<file path="src/rtl/uart_tx_fifo.sv">
// Byte FIFO feeding uart_tx: write-to-o_tx_dv is 2 edges on an idle link, one byte per UART frame + 3 cycles.
// Backpressure: writes while full are dropped with a one-cycle o_overflow; launches wait on i_tx_active/i_tx_done.
module uart_tx_fifo #(
    parameter int DEPTH  = 16,
    parameter int ADDR_W = $clog2(DEPTH)
) (
    input  logic              i_clk,
    input  logic              i_rst_n,
    input  logic              i_wr_en,
    input  logic [7:0]        i_wr_data,
    output logic              o_full,
    output logic              o_empty,
    output logic [ADDR_W:0]   o_count,
    output logic              o_overflow,
    output logic              o_tx_dv,
    output logic [7:0]        o_tx_byte,
    input  logic              i_tx_active,
    input  logic              i_tx_done
);

    localparam logic [ADDR_W:0] FULL_CNT = (ADDR_W + 1)'(DEPTH);

    typedef enum logic [1:0] {
        S_IDLE      = 2'd0,
        S_LAUNCH    = 2'd1,
        S_WAIT_DONE = 2'd2,
        S_GAP       = 2'd3
    } state_t;

    state_t            state;
    state_t            state_nxt;
    logic [7:0]        mem [DEPTH];
    logic [ADDR_W-1:0] wr_ptr;
    logic [ADDR_W-1:0] rd_ptr;
    logic [ADDR_W:0]   count;
    logic              wr_accept;
    logic              pop;

    assign o_count   = count;
    assign o_full    = (count == FULL_CNT);
    assign o_empty   = (count == '0);
    assign wr_accept = i_wr_en && !o_full;
    // Head is read from registered storage only, so a fresh write needs one edge before it can pop.
    assign pop       = (state == S_IDLE) && !o_empty && !i_tx_active;

    always_ff @(posedge i_clk) begin
        if (wr_accept) begin
            mem[wr_ptr] <= i_wr_data;
        end
    end

    always_ff @(posedge i_clk or negedge i_rst_n) begin
        if (!i_rst_n) begin
            wr_ptr     <= '0;
            rd_ptr     <= '0;
            count      <= '0;
            o_overflow <= 1'b0;
        end else begin
            o_overflow <= i_wr_en && o_full;
            if (wr_accept) begin
                wr_ptr <= wr_ptr + ADDR_W'(1);
            end
            if (pop) begin
                rd_ptr <= rd_ptr + ADDR_W'(1);
            end
            case ({wr_accept, pop})
                2'b10:   count <= count + (ADDR_W + 1)'(1);
                2'b01:   count <= count - (ADDR_W + 1)'(1);
                default: count <= count;
            endcase
        end
    end

    always_ff @(posedge i_clk or negedge i_rst_n) begin
        if (!i_rst_n) begin
            state     <= S_IDLE;
            o_tx_dv   <= 1'b0;
            o_tx_byte <= 8'h00;
        end else begin
            state   <= state_nxt;
            o_tx_dv <= pop;
            if (pop) begin
                o_tx_byte <= mem[rd_ptr];
            end
        end
    end

    always_comb begin
        state_nxt = state;
        case (state)
            S_IDLE:      if (pop) state_nxt = S_LAUNCH;
            S_LAUNCH:    state_nxt = S_WAIT_DONE;
            S_WAIT_DONE: if (i_tx_done) state_nxt = S_GAP;
            // uart_tx ignores a request during its done cycle; one idle cycle keeps us clear of it.
            S_GAP:       state_nxt = S_IDLE;
            default:     state_nxt = S_IDLE;
        endcase
    end

endmodule

</file>
<file path="config.mk">
export PLATFORM = sky130hd
export DESIGN_NAME = uart_tx_fifo
export DESIGN_NICKNAME = d
export VERILOG_FILES = /design/src/rtl/uart_tx_fifo.sv
export SDC_FILE = /design/constraint.sdc
export NUM_CORES = 1
export LEC_CHECK = 0
export CAP_MARGIN = 20
export CORE_AREA = 10 10 118 131
export CTS_CLUSTER_SIZE = 20
export DETAILED_ROUTE_END_ITERATION = 12
export DIE_AREA = 0 0 128 141
export GPL_ROUTABILITY_DRIVEN = 0
export PLACE_DENSITY = 0.7
export SYNTH_ARGS = -nofsm -noshare
export SYNTH_HDL_FRONTEND = slang
export SYNTH_SLANG_ARGS = --single-unit
</file>
<file path="constraint.sdc">
create_clock -name i_clk -period 3 [get_ports i_clk]
set_input_delay 0.9 -clock i_clk [delete_from_list [all_inputs] [get_ports i_clk]]
set_output_delay 0.9 -clock i_clk [all_outputs]
set_load 0.01 [all_outputs]
</file>
==> metrics.md <==
| Metric | Value |
|---|---|
| Post-DP HPWL | 7410 um |
| DR vias/cell | 5.46 |
| Crit path capture | o_count[4]$_DFFE_PN0P_ |
| Most used DFF post-synth | edfxtp_1 |
| Cells after Synth | 340 |
| Async set-reset flop share out of synthesis | 16.3% |
| Synth Area per Inst | 18.4 sq um |
| Final core occ | 58.4% |
| Status | completed |
| Cell taking the most area after synthesis | edfxtp_1 |
| Area growth syn-to-layout | 20.2% |
| DR pass1 iterations | 4 |
| Final #Nets | 427 |
| Min-delay worst type | reg -> reg |
| DIE WIDTH | 128 um |
| Clock tree sinks | 153 |
| Count leader, synth | edfxtp_1 |
| Top cell type's share of synthesized area | 61.4% |
| Reg2Reg Launch Point | state[0]$_DFFE_PN0P_ |
| Clk_skew | 0.00627 ns |
| Crit path DAT | 3.22 ns |
| Critical Path Fanout Max | 3 |
| Die span in y | 141 um |
| Cell Rows | 44 |
| CTS tree | yes |
| Peak supply drop | 0.513 mV |
| Crit path launch | i_tx_active |
| Mapped Nets | 366 |
| R2r worst-path depth | 12 |
| Hold-fix buffers at CTS | 0 |
| EDFF count, synth | 128 |
| Tot Pwr | 0.00715 W |
| Post-CTS setup buffers | 0 |
| Via count of the routed design | 3,140 |
| Post-route ant nets | 0 |
| DR WL/cell | 19.6 um |
| CTS clk-pin slew, worst paths | 0.06 ns |
| H-tree lvl count | 4 |
| Met3 wire length | 566 um |
| Core Footprint | 0.0129 sq mm |
| Launching element type of the critical path | input pin |
| LEAKAGE | 2.71 nW |
| Power Dens Cells | 950 mW/mm^2 |
| CTS Buffer Depth | 2 |
| Final hold vios | 0 |
| Worst-margin pin slew | 0.558 ns |
| Post-layout min period | 2.91 ns |
| RR Endpoint | o_count[4]$_DFFE_PN0P_ |
| FF-to-FF setup slack | 0.29 ns |
| Synth cell count leaders | edfxtp_1, nand2_1, dfrtp_1 |
| Worst-skew pair later-pin latency | 0.42 ns |
| DR iter-0 viols | 197 |
| Dpl cells | 543 |
| CP Capture Type | register |
| Setup violators final | 0 |
| Final hold slack | 0.489 ns |
| Vias in the first global route | 3,275 |
| Period utilisation layout | 97.0% |
| Layout cells sized above 1 | 21.5% |
| Synth Warn # | 0 |
| Slew margin rel. | 62.7% |
| Fmax | 0.344 GHz |
| Met2 Routed Length | 5610 um |
| Final max-slew violation count | 0 |
| Starting Density | 48.6% |
| RSZ-0062 raised after global routing | false |
| Root buf cell | clkbuf_16 |
| Top sig layer | met4 |
| Register bit total from synthesis | 153 |
| Final wirelength | 11,300 um |
| DRT met1 WL | 4840 um |
| Die area | 0.0180 sq mm |
| Sequential share of the synthesized area | 71.4% |
| Largest net degree at the start of global routing | 28 |
| I/O Pins | 30 |
| Hold Path Stages | 2 |
| PortBufs | 29 |
| Finished Layout Cells | 575 |
| First-pass GRT wire length | 18,200 um |
| Number of max-cap violations | 0 |
| Hold wc startpoint | o_tx_byte[5]$_DFFE_PN0P_ |
| GRT Overall Usage | 13.3% |
| Setup CP Type | in -> reg |
| Cells taking the most area after synthesis | edfxtp_1, dfrtp_1, mux4_1 |
| Mapped Area | 0.00626 sq mm |
| Unique masters post-synth | 37 |
| CTS buffer count | 17 |
| Number of antenna violations at the first check in global routing | 0 |
| Remaining DRCs | 0 |
| GRT overflow | 0 |
| Required time of the worst setup path | 3.30 ns |
| Antenna diodes | 0 |
placed cells by master, fill, tap and decap left out, types with 2 or more instances in the layout:
cell type / count
clkinv_4: 2
inv_6: 2
nand2_1: 30
nor3_1: 4
ha_1: 11
clkdlybuf4s50_1: 29
clkinv_1: 2
clkinv_2: 2
mux4_2: 15
edfxtp_1: 128
o21ai_0: 10
clkbuf_1: 3
mux4_1: 17
buf_4: 30
nor2b_1: 2
o21ai_1: 10
dfrtp_1: 24
xor2_1: 2
bufinv_16: 4
nand4_1: 2
mux2i_1: 8
nor2_1: 12
clkbuf_16: 17
xnor2_1: 8
mux2_2: 8
nand2b_1: 2
inv_1: 11
a21oi_1: 3
per-stage QoR:
stage	instance area, sq um	setup slack [ns]	setup TNS (ns)
floorplan	6260	0.00244	0
global placement	6880	-0.389	-0.389
detailed placement	6880	-0.431	-0.443
CTS	7500	0.00839	0
global route	7520	0.0104	0
finish	7520	0.0892	0
layout make-up:
| type | instances | area [sq um] |
|---|---|---|
| multi-input cells | 157 | 1660 |
| flip-flops and latches | 153 | 4470 |
| inverters | 12 | 45.0 |
| clock inverters | 12 | 173 |
| repair buffers | 60 | 536 |
| clock buffers | 20 | 437 |
| well taps | 161 | 201 |
| fillers | 936 | 5360 |
per-layer routing:
| metal | vias to the layer above | track usage [%] |
|---|---|---|
| met1 | 1601 | 16.2 |
| met4 | 0 | 7.06 |
| met2 | 68 | 20.8 |
| met5 | - | 0 |
| li1 | 1453 | - |
| met3 | 18 | 4.01 |
where the power goes:
| group | total [W] | internal [W] | leakage (nW) | switching [W] |
|---|---|---|---|---|
| sequential | 0.00289 | 0.00265 | 1.46 | 0.000245 |
| clock | 0.00219 | 0.00139 | 0.298 | 0.000803 |
| combinational | 0.00206 | 0.00109 | 0.951 | 0.000972 |
kinds of logic (layout without fill, tap and decap cells):
logic type | count (synthesis) | after routing | synth area share (%)
and+or+nand+nor | 58 | 58 | 4.10
adders and majority gates | 13 | 13 | 2.72
muxes | 49 | 49 | 15.4
AOI/OAI and AO/OA | 27 | 27 | 2.30
DFF | 153 | 153 | 71.4
xor gates and xnor gates | 10 | 10 | 1.40
buffers and inverters | 30 | 104 | 2.66
worst min-delay path by stage:
stage	to	slack, ns
after global routing	o_tx_byte[0]$_DFFE_PN0P_	0.52
after floorplan	state[1]$_DFFE_PN0P_	0.49
after global placement	o_tx_byte[5]$_DFFE_PN0P_	0.47
after CTS	o_tx_byte[0]$_DFFE_PN0P_	0.50
final	o_tx_byte[5]$_DFFE_PN0P_	0.49
after detailed placement	o_tx_byte[0]$_DFFE_PN0P_	0.48
critical path: stages:
cell and delay [ns]:
clkdlybuf4s50_1 0.40, or3b_4 0.40, inv_2 0.09, ha_4 0.14
inv_1 0.06, fa_2 0.34, nor2b_1 0.15, o21ai_2 0.07
nand3_1 0.07, or3b_2 0.46, xnor2_1 0.14
state kept, by name, indices dropped and copies added, names as in the netlist:
register	count
o_tx_byte	8
mem	128
rd_ptr	4
wr_ptr	4
o_overflow	1
o_count	5
o_tx_dv	1
state	2
timing repair:
item | in CTS | in global routing
setup endpoints to repair | 1 | 2
gates resized for setup | 1 | 5
pin swaps | 0 | 0
(Power assumes the default switching activity.)
